**src/rtl/pipelined_prefix_adder.sv**
```systemverilog
// rtl/pipelined_prefix_adder.sv - Kogge-Stone prefix adder with optional approximate LSB segment
module pipelined_prefix_adder #(
  parameter int WIDTH       = 16,
  parameter int VALENCY     = 2,
  parameter int PIPE        = 1,
  parameter int APPROX_BITS = 4
) (
  input  logic             clk,
  input  logic             rst,
  input  logic             in_valid,
  output logic             in_ready,
  input  logic [WIDTH-1:0] a,
  input  logic [WIDTH-1:0] b,
  input  logic             cin,
  input  logic             approx_en,
  output logic             out_valid,
  input  logic             out_ready,
  output logic [WIDTH-1:0] sum,
  output logic             cout
);

  // Number of prefix levels: smallest n with VALENCY**n >= w.
  function automatic int calc_levels(input int w, input int v);
    int span;
    int n;
    span = 1;
    n = 0;
    for (int i = 0; i < 64; i++) begin
      if (span < w) begin
        span = span * v;
        n = n + 1;
      end
    end
    return n;
  endfunction

  localparam int L  = calc_levels(WIDTH, VALENCY);
  localparam int IW = (WIDTH > 2) ? $clog2(WIDTH) : 1;

  if (WIDTH < 2 || WIDTH > 64) begin : g_bad_width
    $error("pipelined_prefix_adder: WIDTH must be in 2..64");
  end
  if (VALENCY != 2 && VALENCY != 4) begin : g_bad_valency
    $error("pipelined_prefix_adder: VALENCY must be 2 or 4");
  end
  if (PIPE != 0 && PIPE != 1) begin : g_bad_pipe
    $error("pipelined_prefix_adder: PIPE must be 0 or 1");
  end
  if (APPROX_BITS < 0 || APPROX_BITS > WIDTH - 1) begin : g_bad_approx
    $error("pipelined_prefix_adder: APPROX_BITS must be in 0..WIDTH-1");
  end

  logic             enable;
  logic             approx_lo;
  logic [WIDTH-1:0] pre_g;
  logic [WIDTH-1:0] pre_p;
  logic [WIDTH-1:0] pre_h;
  logic             pre_c;

  // lvl_*[0] is the preprocessed operand set; lvl_*[l] is the output of prefix level l.
  logic [WIDTH-1:0] lvl_g [0:L];
  logic [WIDTH-1:0] lvl_p [0:L];
  logic [WIDTH-1:0] src_g;
  logic [WIDTH-1:0] src_p;
  logic             grp_g;
  logic             grp_p;
  int               span;
  int               pos;

  // Stage s holds the result of level s (stage 0 = preprocessed operands).
  logic [WIDTH-1:0] stg_g [0:L-1];
  logic [WIDTH-1:0] stg_p [0:L-1];
  logic [WIDTH-1:0] stg_h [0:L-1];
  logic             stg_c [0:L-1];
  logic             stg_v [0:L-1];

  logic [WIDTH-1:0] fin_h;
  logic             fin_c;
  logic             fin_v;

  // One global advance: every stage moves only when the output register can move.
  assign enable   = out_ready | ~out_valid;
  assign in_ready = enable;

  // Generate/propagate/half-sum; approximate low bits become OR with no carry chain,
  // except bit k-1 whose AND injects the carry into bit k.
  always_comb begin
    approx_lo = approx_en && (APPROX_BITS > 0);
    pre_c     = cin & ~approx_lo;
    pre_g     = '0;
    pre_p     = '0;
    pre_h     = '0;
    for (int i = 0; i < WIDTH; i++) begin
      if (approx_lo && (i < APPROX_BITS)) begin
        pre_h[i] = a[i] | b[i];
        pre_g[i] = (i == APPROX_BITS - 1) ? (a[i] & b[i]) : 1'b0;
        pre_p[i] = 1'b0;
      end else begin
        pre_h[i] = a[i] ^ b[i];
        pre_g[i] = a[i] & b[i];
        pre_p[i] = a[i] ^ b[i];
      end
    end
    pre_g[0] = pre_g[0] | (pre_p[0] & pre_c);
  end

  // Prefix levels: each bit combines VALENCY groups spaced VALENCY**(l-1) apart.
  always_comb begin
    lvl_g[0] = pre_g;
    lvl_p[0] = pre_p;
    span     = 1;
    src_g    = '0;
    src_p    = '0;
    grp_g    = 1'b0;
    grp_p    = 1'b1;
    pos      = 0;
    for (int l = 1; l <= L; l++) begin
      src_g = (PIPE != 0) ? stg_g[l-1] : lvl_g[l-1];
      src_p = (PIPE != 0) ? stg_p[l-1] : lvl_p[l-1];
      for (int i = 0; i < WIDTH; i++) begin
        grp_g = 1'b0;
        grp_p = 1'b1;
        for (int j = VALENCY - 1; j >= 0; j--) begin
          pos = i - j * span;
          if (pos >= 0) begin
            grp_g = src_g[pos[IW-1:0]] | (src_p[pos[IW-1:0]] & grp_g);
            grp_p = src_p[pos[IW-1:0]] & grp_p;
          end
        end
        lvl_g[l][i] = grp_g;
        lvl_p[l][i] = grp_p;
      end
      span = span * VALENCY;
    end
  end

  // Pipeline stage registers; only valid bits need reset, data of bubbles is don't-care.
  always_ff @(posedge clk) begin
    if (rst) begin
      for (int s = 0; s < L; s++) begin
        stg_v[s] <= 1'b0;
      end
    end else if (enable) begin
      stg_v[0] <= in_valid;
      stg_g[0] <= lvl_g[0];
      stg_p[0] <= lvl_p[0];
      stg_h[0] <= pre_h;
      stg_c[0] <= pre_c;
      for (int s = 1; s < L; s++) begin
        stg_v[s] <= stg_v[s-1];
        stg_g[s] <= lvl_g[s];
        stg_p[s] <= lvl_p[s];
        stg_h[s] <= stg_h[s-1];
        stg_c[s] <= stg_c[s-1];
      end
    end
  end

  assign fin_v = (PIPE != 0) ? stg_v[L-1] : in_valid;
  assign fin_h = (PIPE != 0) ? stg_h[L-1] : pre_h;
  assign fin_c = (PIPE != 0) ? stg_c[L-1] : pre_c;

  // Output register: carry into bit i is the group generate of bits [i-1:0]; bubbles keep the last result.
  always_ff @(posedge clk) begin
    if (rst) begin
      out_valid <= 1'b0;
      sum       <= '0;
      cout      <= 1'b0;
    end else if (enable) begin
      out_valid <= fin_v;
      if (fin_v) begin
        sum  <= fin_h ^ {lvl_g[L][WIDTH-2:0], fin_c};
        cout <= lvl_g[L][WIDTH-1];
      end
    end
  end

endmodule

```
**config.mk**
```make
export PLATFORM = sky130hd
export DESIGN_NAME = pipelined_prefix_adder
export DESIGN_NICKNAME = d
export VERILOG_FILES = /design/src/rtl/pipelined_prefix_adder.sv
export SDC_FILE = /design/constraint.sdc
export NUM_CORES = 1
export LEC_CHECK = 0
export ABC_AREA = 0
export CORE_MARGIN = 10
export CORE_UTILIZATION = 45
export DETAILED_ROUTE_END_ITERATION = 10
export PLACE_DENSITY = 0.67
export SLEW_MARGIN = 25
export SYNTH_ARGS = -nofsm -noshare
export SYNTH_HDL_FRONTEND = slang
export SYNTH_SLANG_ARGS = --single-unit
export TNS_END_PERCENT = 50
```
**constraint.sdc**
```tcl
create_clock -name clk -period 20.3 [get_ports clk]
set_input_delay 4.06 -clock clk [delete_from_list [all_inputs] [get_ports clk]]
set_output_delay 4.06 -clock clk [all_outputs]
set_load 0.01 [all_outputs]
```
* Word-level counts from Yosys, hierarchy flattened *
Memories as Yosys holds them, arrays and structs flattened.
Cells that the tools add are included.

word-level totals
  output and inout bits = 19
  input bits = 38
  RAM bits = 200
  logic and storage cells = 215
  memories = 5
  bits in registers = 18

operators by class
  bitwise logic cells = 186
  muxes and demuxes = 20
  reduce and logical (&&, ||, !) cells = 1

memories
  name   words  bits a word  read ports  clocked after memory_dff  write ports  line  source
  stg_g  4      16           4           0                         4            71    logic [WIDTH-1:0] stg_g [0:L-1];
  stg_h  4      16           4           0                         4            73    logic [WIDTH-1:0] stg_h [0:L-1];
  stg_p  4      16           4           0                         4            72    logic [WIDTH-1:0] stg_p [0:L-1];
  stg_c  4      1            4           0                         4            74    logic stg_c [0:L-1];
  stg_v  4      1            4           0                         4            75    logic stg_v [0:L-1];

operators by type and width
  kind                 number
  AND 1 bit            108
  OR 1 bit             59
  two-way mux 1 bit    20
  bitwise XOR 1 bit    16
  bitwise XOR 16 bit   1
  inverter 1 bit       2
  AND reduction 2 bit  1

* Longest topological paths before layout *
Gate-level depths: netlist of run 1.

  word-level depth = 6
  depth in mapped cells = 5
  mapped depth without buffers = 4

* Least setup slack after synthesis of run 1 *
No wires, ideal clock.

  kind = input to register
  start point = input port out_ready
  end point = memory stg_v[0] (data pin)
  required time = 20.111 ns
  data arrival time = 12.314 ns
  slack = 7.797 ns
  stages = 3
  library setup time = 0.189 ns
  path buffers = 0
  cell sequence = nand2b_4 > nor2b_1 > and2_1

RTL lines
  item         line  source
  from (decl)  17    input logic out_ready,
  to (decl)    75

* Final worst setup path of run 1 *
  start point = input port out_ready
  end point = output port in_ready

between the ends
  cells in the longest elaborated chain, start to end = 1

ends and longest elaborated chain
  item       line  source
  OR 1 bit   82    assign enable = out_ready | ~out_valid;
  to (decl)  11    output logic in_ready,

Every way passes these cells.

==> results of run 1 <==
-- where the power goes --
part / internal (uW) / switching, uW / total [uW] / leakage [uW]
clock network: 161 / 146 / 307 / 0.000276
logic: 21.6 / 20.1 / 41.7 / 0.000966
registers: 461 / 13.9 / 475 / 0.00186
-- flip-flops by register name (all words and copies together), names as in the netlist --
register   cells
out_valid      1
stg_v          4
stg_p         37
sum           16
stg_h         64
stg_g         64
cout           1
stg_c          4
-- per-layer routing --
metal  vias up  track usage  part of all wire
met2        69        0.156              0.47
met5         -            0                 0
met3        13       0.0382             0.042
li1       1659            -                 -
met1      1561        0.134              0.47
met4         0       0.0501             0.015
-- metrics by stage --
stage          worst slack [ns]  hold slack, ns  instances  instance area (sq um)  utilization
6_report                  10.87           0.414        694                   8460        0.552
4_1_cts                   10.86           0.415        694                   8450        0.552
2_1_floorplan              7.80           0.400        402                   7100            -
5_1_grt                   10.82           0.416        694                   8460        0.552
3_5_place_dp              10.87           0.405        662                   7890        0.515
3_3_place_gp              10.88           0.403        662                   7890        0.515
-- cell type report --
type | count | area (sq um) | area share
Multi-Input combinational cell | 183 | 1420 | 0.168
Timing Repair Buffer | 58 | 583 | 0.0689
Inverter | 19 | 71.3 | 0.00843
Tap cell | 211 | 264 | 0.0312
Clock buffer | 18 | 429 | 0.0507
Sequential cell | 191 | 5560 | 0.657
Clock inverter | 14 | 131 | 0.0155
-- how the worst max path moves through the flow --
stage,startpoint,slack [ns],end
floorplan,out_ready,7.80,stg_v[0]
global placement,out_ready,10.88,in_ready
detailed placement,out_ready,10.87,in_ready
CTS,out_ready,10.86,in_ready
global route,out_ready,10.82,in_ready
finish,out_ready,10.87,in_ready
-- layout by cell type, fill, tap and decap left out, types with 3 or more instances in the layout --
cell type and instances:
a211o_1 7, a211oi_2 10, a21o_1 44, a21oi_1 21, and2_1 38, clkbuf_16 17
clkdlybuf4s50_1 56, clkinv_4 7, dfxtp_1 18, edfxtp_1 173, ha_1 20, inv_1 19
inv_6 3, nand3_1 7, nor2b_1 14, o32ai_1 7, xnor2_1 9
-- logic make-up (layout without fill, tap and decap cells) --
logic type	Yosys count	in the layout	share of synthesized area
buffers and inverters	28	109	0.0176
DFF	191	191	0.783
and+or+nand+nor	65	65	0.0568
xor gates and xnor gates	9	9	0.0111
adders and majority gates	20	20	0.0353
AOI/OAI and AO/OA	89	89	0.0963
-- critical path, stage by stage --
cell and delay (ns):
clkdlybuf4s50_1 0.46, nand2b_4 0.26, clkdlybuf4s50_1 0.58
==> results.toml, run 1 <==
[status]
outcome = "completed"

[synth]
synth_seq_cells = 191
synth_fp_nets = 460
synth_commonest_cells = "173 x edfxtp_1, 44 x a21o_1, 38 x and2_1"
synth.most_common_cell = "edfxtp_1"
synth-async-reset-ratio = 0
netlist_instances = 402
synth_edf_count = 173
postSynthAreaPerCell_sq_um = 17.7
synth_top_cell_by_area = "edfxtp_1"
netlist.area_leader.share = 0.732
synth_cell_types = 20
synth_area_leaders = "edfxtp_1 73%, dfxtp_1 5.1%, a21o_1 4.7%"
synth_area_sq_um = 7100
synthFlopType = "edfxtp_1"
seq_area_frac_synth = 0.783
synth_warnings = 0

[critical_path]
worstPathRequired_ns = 16.24
path_max_fanout = 22
path_class = "in -> out"
regToRegEndpoint = "stg_h[2][11]"
reg2reg_depth = 4
r2r_slack_ns = 17.87
r2r_start = "out_valid"
arrival_ns = 5.37
start_kind = "primary input"
cp-end-kind = "primary output"

[clock_network]
cts_tree = "yes"
ctsHoldBuffers = 0
worstSkewPairLatency_ns = 0.43
cts_buffer_depth = 2
post-cts-setup-buffers = 0
cts-root-buf = "clkbuf_16"
cts_max_level = 4
cts.reportedPaths.clkPinSlew_ns = 0.07
cts_buffers = 17
clock-sinks = 191
ctsResizeCount = 0

[finish]
diodes = 0
fill_cells = 1251
final_nets = 528
drive_gt1_frac = 0.0973
layout-area-overhead-vs-synth_pct = 19.2

[pwr]
power_density_nw_per_um2 = 97.5
p_leak_uw = 0.00310
vdd_drop_max_uv = 63.7
power.total_uw = 824

[drt]
drc = 0
wirelength_um = 10400
dr.pass1.iters = 5
viasPerCell = 4.76
drt_iter0_drc = 245
dr_total_vias = 3302
antenna_left = 0
wire_per_inst_um = 14.9

[sta]
tightest_slew_ns = 0.971
setup_viol = 0
finalCritPeriodShare = 0.464
slew_violations = 0
rsz0062_at_grt = "no"
clock-skew-final_ns = 0.0108
setup_tns_ns = 0
fmax_mhz = 106
relSlewSlack = 0.350
period_needed_ns = 9.43
hold_viol = 0

[global_route]
overflow = 0
grt_pass1_vias = 3424
antenna_found_initial = 0
grt_max_degree = 90
track_usage = 0.105
grt_pass1_wl_um = 17700

[die]
ios = 57
start_util = 0.463
die_w_um = 146
die_y_um = 146
coreArea_sq_um = 15300
die-area_sq_um = 21200
rows = 45

[place]
gp_congestion = 0.738
portBuffers = 56
dp_hpwl_um = 7160

[flow_run]
cap_violations = 0

[worst_hold_path]
hp-class = "reg -> reg"
hp-start = "stg_h[1][2]"
hold_end = "stg_h[2][2]"
hold_depth = 0
Power figures use the tool's default switching activity.
==> run 2, diff against run 1 <==
==> constraint.sdc (replaced) <==
create_clock -name clk -period 9.1 [get_ports clk]
set_input_delay 1.82 -clock clk [delete_from_list [all_inputs] [get_ports clk]]
set_output_delay 1.82 -clock clk [all_outputs]
set_load 0.01 [all_outputs]
==> run 2 against run 1 <==
Net effect:
- cell count shrank 0.14%
- utilization down 0.098 points
- die area is the same
- final area shrank 0.18%
- sequential share of layout area rose by 0.12 points
- power rose by 120%
- register-to-register slack worse by 11 ns
- non-clock buffer count is 1 lower
- critical path type unchanged
- critical endpoint unchanged
- highest routed layer unchanged
==> results.toml, run 2 (synthesis gave the netlist of run 1 again) <==
[status]
outcome = "completed"

[clock_network]
ctsHoldBuffers = 0
post-cts-setup-buffers = 0
cts.reportedPaths.clkPinSlew_ns = 0.07
clock-sinks = 191
worstSkewPairLatency_ns = 0.42
cts_max_level = 4
cts-root-buf = "clkbuf_16"
cts_tree = "yes"
cts_buffer_depth = 2
ctsResizeCount = 0
cts_buffers = 17

[finish]
postLayoutCellArea_sq_um = 8440
layout-area-overhead-vs-synth_pct = 19.0
diodes = 0
final_nets = 527
drive_gt1_frac = 0.0913
multiInputGateArea_sq_um = 1420
regArea_sq_um = 5560
final_cell_mix = "173 x edfxtp_1, 56 x clkdlybuf4s50_1, 44 x a21o_1"
reg_top3 = "stg_g (64), stg_h (64), stg_p (37)"
fill_cells = 1225
layout_commonest_cell = "edfxtp_1"

[place]
dp_hpwl_um = 6910
portBuffers = 56
place_area_sq_um = 7890
gp_congestion = 0.802

[global_route]
grt_max_degree = 174
grt_pass1_wl_um = 16900
track_usage = 0.101
overflow = 0
grt_pass1_vias = 3356
antenna_found_initial = 0

[die]
ios = 57
start_util = 0.463
coreArea_sq_um = 15300
die-area_sq_um = 21200
rows = 45
die_w_um = 146
die_y_um = 146

[worst_hold_path]
hp-class = "reg -> reg"

[sta]
clock-skew-final_ns = 0.00720
setup_viol = 0
rsz0062_at_grt = "no"
relSlewSlack = 0.332
tightest_slew_ns = 0.999
finalCritPeriodShare = 0.544
period_needed_ns = 4.95
fmax_mhz = 202
setup_tns_ns = 0
hold_viol = 0
slew_violations = 0

[critical_path]
cp_common_cell = "clkdlybuf4s50_1"
worstPathRequired_ns = 7.28
path_class = "in -> out"
cp-end-kind = "primary output"
slowest_delay_ns = 0.59
arrival_ns = 3.13
start_kind = "primary input"
path_max_fanout = 22
cp_cell_sequence = "clkdlybuf4s50_1 > nand2b_4 > clkdlybuf4s50_1"
cp_slowest_cell = "clkdlybuf4s50_1"
r2r_slack_ns = 7.21

[drt]
viasPerCell = 4.76
drt_iter0_drc = 221
wirelength_um = 10400
antenna_left = 0
wire_per_inst_um = 15.1
dr.pass1.iters = 4
drc = 0
dr_total_vias = 3299

[pwr]
vdd_drop_max_uv = 166
power_density_nw_per_um2 = 217
p_leak_uw = 0.00308

[flow_run]
cap_violations = 0
## run 2: changes by cell type in the layout (fill, tap and decap cells not counted), sizes merged
cell      before  now
clkinv         9    6
buf            2    1
clkinvlp       0    3
bufinv         0    1
inv           24   22
clkbuf        18   19
## run 2: routing by layer
layer  share of wire  vias to the layer above  routed length (um)  global-route usage
li1                -                     1653                   -                   -
met5               0                        -                   0                   0
met3           0.044                       10                 460              0.0425
met2            0.45                       69                4690               0.147
met1            0.49                     1567                5120               0.126
met4           0.016                        0                 166              0.0521
## run 2: through the flow
| step | hold slack (ns) | util | cells | power, uW | setup WS [ns] |
|---|---|---|---|---|---|
| 4_1_cts | 0.420 | 0.551 | 693 | 1860 | 4.13 |
| 3_3_place_gp | 0.405 | 0.515 | 661 | 1170 | 4.16 |
| 3_5_place_dp | 0.405 | 0.515 | 661 | 1170 | 4.13 |
| 2_1_floorplan | 0.400 | - | 402 | 1130 | 2.22 |
| 5_1_grt | 0.422 | 0.551 | 693 | 1900 | 4.09 |
| 6_report | 0.416 | 0.551 | 693 | 1830 | 4.15 |
## run 2: where the power goes
group	internal (uW)	leakage (uW)	switching, uW	total (uW)
Clock	377	0.000262	304	681
Sequential	1030	0.00186	31.2	1060
Combinational	48.1	0.000964	44.4	92.5
Total	1450	0.00308	379	1830
## run 2: layout make-up
type,instances,share of cell area
multi-input cells,183,0.169
flip-flops and latches,191,0.658
clock buffers,19,0.0513
well taps,211,0.0313
clock inverters,13,0.0136
repair buffers,57,0.0688
inverters,19,0.00845
## run 2: path summary, 6_finish.rpt
check         startpoint      endpoint  depth (start not counted)
min reg2reg  stg_h[0][3]   stg_h[1][3]                          0
max reg2reg    out_valid  stg_h[2][13]                          3
max            out_ready      in_ready                          3
min          stg_h[0][3]   stg_h[1][3]                          0
## run 2: critical path, delay by kind of cell
kind,cells,cell delay (ns)
buffers and inverters,2,1.06
AND/OR/NAND/NOR,1,0.26
